$ cat src/rtl/tt_ctrl_sel.sv
// tt_ctrl_sel: design-select controller driven by three raw control pads.
// Each pad is synchronized, then glitch-filtered. The filtered levels drive a
// saturating select address with an increment strobe, a sticky overflow flag,
// and a registered enable for the selected design.
module tt_ctrl_sel #(
   parameter int ADDR_W     = 10,
   parameter int DEB_CYCLES = 4     // legal range 2..15 (4-bit filter counter)
) (
   input  logic              clk,
   input  logic              rst_n,
   input  logic              pad_sel_rst_n,
   input  logic              pad_sel_inc,
   input  logic              pad_ena,
   output logic [ADDR_W-1:0] sel_addr,
   output logic              sel_ena,
   output logic              inc_pulse,
   output logic              sel_ovf
);

   localparam int NPAD  = 3;
   localparam int P_RST = 0;
   localparam int P_INC = 1;
   localparam int P_ENA = 2;

   // Filter state flips on the DEB_CYCLES-th consecutive disagreeing edge.
   localparam logic [3:0]        CNT_LAST = 4'(DEB_CYCLES - 1);
   localparam logic [ADDR_W-1:0] ADDR_MAX = '1;

   logic [NPAD-1:0]      pad;
   logic [NPAD-1:0]      sync1;
   logic [NPAD-1:0]      sync2;
   logic [NPAD-1:0]      filt;
   logic [NPAD-1:0][3:0] cnt;

   logic f_rst;
   logic f_inc;
   logic f_ena;

   logic inc_d;
   logic rst_d;
   logic inc_rise;

   logic [ADDR_W-1:0] addr_q;
   logic              ovf_q;
   logic              pulse_q;
   logic              ena_q;

   assign pad = {pad_ena, pad_sel_inc, pad_sel_rst_n};

   // Two-flop synchronizers; nothing downstream ever sees the raw pads.
   always_ff @(posedge clk) begin
      if (!rst_n) begin
         sync1 <= '0;
         sync2 <= '0;
      end else begin
         sync1 <= pad;
         sync2 <= sync1;
      end
   end

   // Per-pad glitch filter: count consecutive edges where the synchronized
   // level differs from the held level; any agreement restarts the count.
   always_ff @(posedge clk) begin
      if (!rst_n) begin
         filt <= '0;
         cnt  <= '0;
      end else begin
         for (int i = 0; i < NPAD; i++) begin
            if (sync2[i] == filt[i]) begin
               cnt[i] <= '0;
            end else if (cnt[i] == CNT_LAST) begin
               filt[i] <= sync2[i];
               cnt[i]  <= '0;
            end else begin
               cnt[i] <= cnt[i] + 4'd1;
            end
         end
      end
   end

   assign f_rst = filt[P_RST];
   assign f_inc = filt[P_INC];
   assign f_ena = filt[P_ENA];

   // Edge-detect history for the increment and the selection reset.
   always_ff @(posedge clk) begin
      if (!rst_n) begin
         inc_d <= 1'b0;
         rst_d <= 1'b0;
      end else begin
         inc_d <= f_inc;
         rst_d <= f_rst;
      end
   end

   // An increment edge only counts if the selection reset was released both
   // before and after that edge; an edge arriving together with the release
   // (e.g. both filters settling after rst_n) is discarded, never deferred.
   assign inc_rise = f_inc & ~inc_d & f_rst & rst_d;

   // Select address, overflow, strobe and enable state.
   always_ff @(posedge clk) begin
      if (!rst_n) begin
         addr_q  <= '0;
         ovf_q   <= 1'b0;
         pulse_q <= 1'b0;
         ena_q   <= 1'b0;
      end else begin
         ena_q <= f_ena & f_rst & ~ovf_q;
         if (!f_rst) begin
            addr_q  <= '0;
            ovf_q   <= 1'b0;
            pulse_q <= 1'b0;
         end else begin
            pulse_q <= inc_rise;
            if (inc_rise) begin
               if (addr_q == ADDR_MAX) begin
                  ovf_q <= 1'b1;
               end else begin
                  addr_q <= addr_q + ADDR_W'(1);
               end
            end
         end
      end
   end

   // Outputs come from flops only; the filtered selection reset masks them
   // immediately so they read zero for the whole time it is held low.
   assign sel_addr  = addr_q & {ADDR_W{f_rst}};
   assign sel_ovf   = ovf_q & f_rst;
   assign inc_pulse = pulse_q & f_rst;
   assign sel_ena   = ena_q;

endmodule

$ cat config.mk
export PLATFORM = sky130hd
export DESIGN_NAME = tt_ctrl_sel
export DESIGN_NICKNAME = d
export VERILOG_FILES = /design/src/rtl/tt_ctrl_sel.sv
export SDC_FILE = /design/constraint.sdc
export NUM_CORES = 1
export LEC_CHECK = 0
export ABC_AREA = 0
export CAP_MARGIN = 15
export CORE_ASPECT_RATIO = 1.2
export CORE_MARGIN = 2
export CORE_UTILIZATION = 45
export CTS_CLUSTER_SIZE = 40
export DETAILED_ROUTE_END_ITERATION = 12
export PLACE_DENSITY = 0.66
export SYNTH_ARGS = -nofsm -noshare
export SYNTH_HDL_FRONTEND = slang
export SYNTH_SLANG_ARGS = --single-unit
export TNS_END_PERCENT = 10
$ cat constraint.sdc
create_clock -name clk -period 1.4 [get_ports clk]
set_input_delay 0.35 -clock clk [delete_from_list [all_inputs] [get_ports clk]]
set_output_delay 0.35 -clock clk [all_outputs]
set_load 0.005 [all_outputs]
==> flow_metrics.env <==
export IMPL_synthTopCellsByArea="dfxtp_1 (49%), and2_1 (8.5%), nand3_1 (5.1%)"
export IMPL_fin_crit_sh_pct=113
export IMPL_routed_via_count=1225
export IMPL_die_w_um=56.3
export IMPL_overall_fraction_of_global_route_tracks_in_use_pct=17.6
export IMPL_cts_htree_levels=2
export IMPL_yosys_warnings=0
export IMPL_worst_setup_path_start_kind="flop"
export IMPL_violated_checks="setup timing"
export IMPL_worst_skew_pair_late_latency_ps=330
export IMPL_clock_skew_ps=7.99
export IMPL_numPlacedInstances=232
export IMPL_ys_seq_elements=36
export IMPL_post_dp_hpwl_um=2170
export IMPL_timing_hold_worst_class="flop to flop"
export IMPL_cts_reportedPaths_clkPinSlew_ps=100
export IMPL_wl_um=2980
export IMPL_hold_ws_ps=433
export IMPL_initial_utilization_pct=47.5
export IMPL_crit_path_top_delay_cell="or4_4"
export IMPL_tightest_slew_ps=346
export IMPL_crit_cells=6
export IMPL_layout_drive_gt1_share_pct=32.5
export IMPL_buffer_cell_driving_the_clock_tree_root="clkbuf_4"
export IMPL_grt_antenna_before_repair=0
export IMPL_crit_reg2reg_launch="filt[0]$_SDFFE_PN0P_"
export IMPL_synthToLayoutAreaGrowth_pct=33.0
export IMPL_postSynthAreaPerCell_um2=9.48
export IMPL_rrSetupSlack_ps=-190
export IMPL_fin_nets=214
export IMPL_fillCellCount=278
export IMPL_grt_setup_unrepaired="yes"
export IMPL_worst_r2r_cell_count=6
export IMPL_drt_iter0_markers=22
export IMPL_intPower_mw=1.30
export IMPL_core_region_area_um2=3110
export IMPL_power_density_nw_per_um2=834
export IMPL_cp_slowest_stage_delay_ps=430
export IMPL_critPathMaxFanout=12
export IMPL_synth_edff_count=0
export IMPL_comb_power_share_pct=2.1
export IMPL_clock_network_fraction_of_design_power_pct=34.5
export IMPL_antenna_cells=0
export IMPL_setup_violations_final=13
export IMPL_post_route_min_period_ps=1590
export IMPL_synth_net_count=165
export IMPL_path_buf_inv=2
export IMPL_timing_fmax_mhz=631
export IMPL_multi_input_combinational_cell_area_um2=774
export IMPL_port_buffer_count=17
export IMPL_cp_data_required_time_ps=1680
export IMPL_synthesis_instances=156
export IMPL_yosysTopAreaCell="dfxtp_1"
export IMPL_critical_path_startpoint="filt[0]$_SDFFE_PN0P_"
export IMPL_grt_overflow=0
export IMPL_postLayoutSetupSlackWorst_ps=-186
export IMPL_static_leakage_power_nw=0.843
export IMPL_first_global_vias=1180
export IMPL_cts_tree="yes"
export IMPL_worstReg2RegEnd="addr_q[5]$_SDFFE_PN0P_"
export IMPL_switching_share_pct=20.5
export IMPL_synth_area_um2=1480
export IMPL_final_antenna_net_count=0
export IMPL_worst_setup_path_endpoint="addr_q[5]$_SDFFE_PN0P_"
export IMPL_post_drt_wl_per_cell_um=12.3
export IMPL_report_final_hold_viol_count=0
export IMPL_final_cells=242
export IMPL_max_cap_violations=0
export IMPL_seq_area_frac_synth_pct=48.7
export IMPL_crit_path_end_kind="flop"
export IMPL_firstDrtPassIters=4
export IMPL_totalPowerFinal_mw=1.64
export IMPL_outcome="complete, but fails checks"
export IMPL_relative_contribution_of_sequential_cells_to_total_power_pct=63.4
export IMPL_synthDistinctLibCells=30
export IMPL_max_slew_margin_rel_pct=76.7
export IMPL_die_area_um2=3760
export IMPL_clock_buffer_count_from_cts=5
export IMPL_route_detailed_vias_per_inst=5.06
export IMPL_crit_path_cell_trace="buf_12 -> buf_8 -> nand4b_4 -> or2_4 -> or4_4 -> a21oi_2"
export IMPL_grt_start_max_net_pins=13
export IMPL_clock_sinks=36
export IMPL_synthArstFlopShare_pct=0
export IMPL_regArea_um2=727
export IMPL_vdd_ir_drop_worst_uv=703
export IMPL_clockBufferDepth=2
export IMPL_yosys_most_used_dff="dfxtp_1"
export IMPL_die_y_um=66.8
export IMPL_gpl_final_weighted_congestion=0.780
export IMPL_io_pin_count=18
export IMPL_synth_top_cell_area_share_pct=48.7
export IMPL_cts_hold_buffers_added=0
export IMPL_drc=0
export IMPL_worstPathArrival_ps=1860
export IMPL_finalMaxSlewViolations=0
export IMPL_placement_rows=22
export IMPL_switchingPower_mw=0.336
export IMPL_critPathTopFamily="simple AND/OR/NAND/NOR gates"
export IMPL_grt_pass1_wl_um=4980
export IMPL_timing_worst_setup_path_type="flop to flop"
## layout by cell type (no fill, tap or decap), types with 2 or more instances in the layout
cell,netlist,layout
dfxtp_1,36,31
buf_4,1,25
a21boi_0,3,3
xnor2_1,3,3
and2_1,20,18
or4_4,0,2
dfxtp_2,0,5
or3_1,2,2
buf_2,0,3
o21ai_0,3,2
clkbuf_4,0,5
clkbuf_2,0,9
a21oi_1,5,2
o31ai_1,3,3
a21oi_2,0,3
ha_1,4,3
nor2_1,17,17
nor3_2,0,2
nand3_1,15,14
nor4_1,2,2
xor2_1,7,7
and2_4,0,2
clkdlybuf4s50_1,0,4
clkbuf_1,2,2
inv_1,5,5
nand2_1,12,12
## area by class of cell
type                       instances  area share (%)
multi-input combinational        112            39.4
sequential                        36            37.0
timing repair buffer              45            17.4
clock buffer                       8            2.99
tap                               36            2.29
inverter                           5           0.954
## worst min-delay path by stage
stage / startpoint / to / cells after the start
2_1_floorplan: ovf_q$_SDFFE_PN0P_ / sel_ena$_SDFF_PN0_ / 1
4_1_cts: sync1[2]$_SDFF_PN0_ / sync2[2]$_SDFF_PN0_ / 1
6_report: sync1[0]$_SDFF_PN0_ / sync2[0]$_SDFF_PN0_ / 1
5_1_grt: sync1[2]$_SDFF_PN0_ / sync2[2]$_SDFF_PN0_ / 1
3_3_place_gp: sync1[0]$_SDFF_PN0_ / sync2[0]$_SDFF_PN0_ / 1
3_5_place_dp: sync1[2]$_SDFF_PN0_ / sync2[2]$_SDFF_PN0_ / 1
## sequential cells by signal (all words and copies together) (netlist names), 3 cells and up
| name | count |
|---|---|
| addr_q | 10 |
| cnt | 12 |
| filt | 3 |
| sync1 | 3 |
| sync2 | 3 |
## cells by family after synthesis
kind of cell / Yosys count / share of synthesized area, %
AND/OR/NAND/NOR: 78 / 29.6
flip-flops: 36 / 48.7
AO/OA/AOI/OAI: 20 / 10.1
XOR/XNOR: 10 / 5.92
buffers and inverters: 8 / 2.28
adder cells (fa/ha/maj): 4 / 3.38
## layer usage
metal | global-route usage, % | vias up | wire length (µm)
met5 | 0 | - | 0
met4 | 8.33 | 0 | 34
met3 | 6.02 | 4 | 126
met2 | 31.3 | 24 | 1520
met1 | 18.6 | 564 | 1290
li1 | - | 633 | -
## metrics by stage
stage,setup slack (ps),area [µm²],TNS [ps],util (%)
floorplan,19.3,1500,0,-
global placement,-134,1900,-1470,61.1
detailed placement,-183,1900,-2010,61.1
CTS,-186,1970,-1850,63.3
global route,-281,1970,-2210,63.2
finish,-186,1970,-855,63.2
## power by group through the flow
stage	registers (mW)	logic (mW)	clock network [mW]
after floorplan	1.06	0.0154	0
after global placement	1.06	0.0338	0
after detailed placement	1.06	0.0350	0
after CTS	1.04	0.0353	0.584
after global routing	1.04	0.0405	0.619
final	1.04	0.0346	0.566
## repair_timing
item,CTS,global route
gates resized for setup,34,23
pin swaps,6,1
setup buffers,2,0
setup endpoints to repair,22,22
## cells in the mapped netlist (all sizes together), types with 2 or more instances
cell / instances
o21ai: 3
o31ai: 4
nand2: 12
nand3: 15
nor2: 17
xnor2: 3
nor4: 2
or4: 3
or3: 2
xor2: 7
a21oi: 5
a21boi: 3
and2: 20
dfxtp: 36
inv: 5
ha: 4
clkbuf: 2
nor3: 2
## worst reg2reg max path, cell delays in order, from the launching register on
cell and delay, ps:
dfxtp_2 360, buf_12 120, buf_8 100, nand4b_4 120
or2_4 270, or4_4 430, a21oi_2 130
Power figures use the tool's default switching activity.
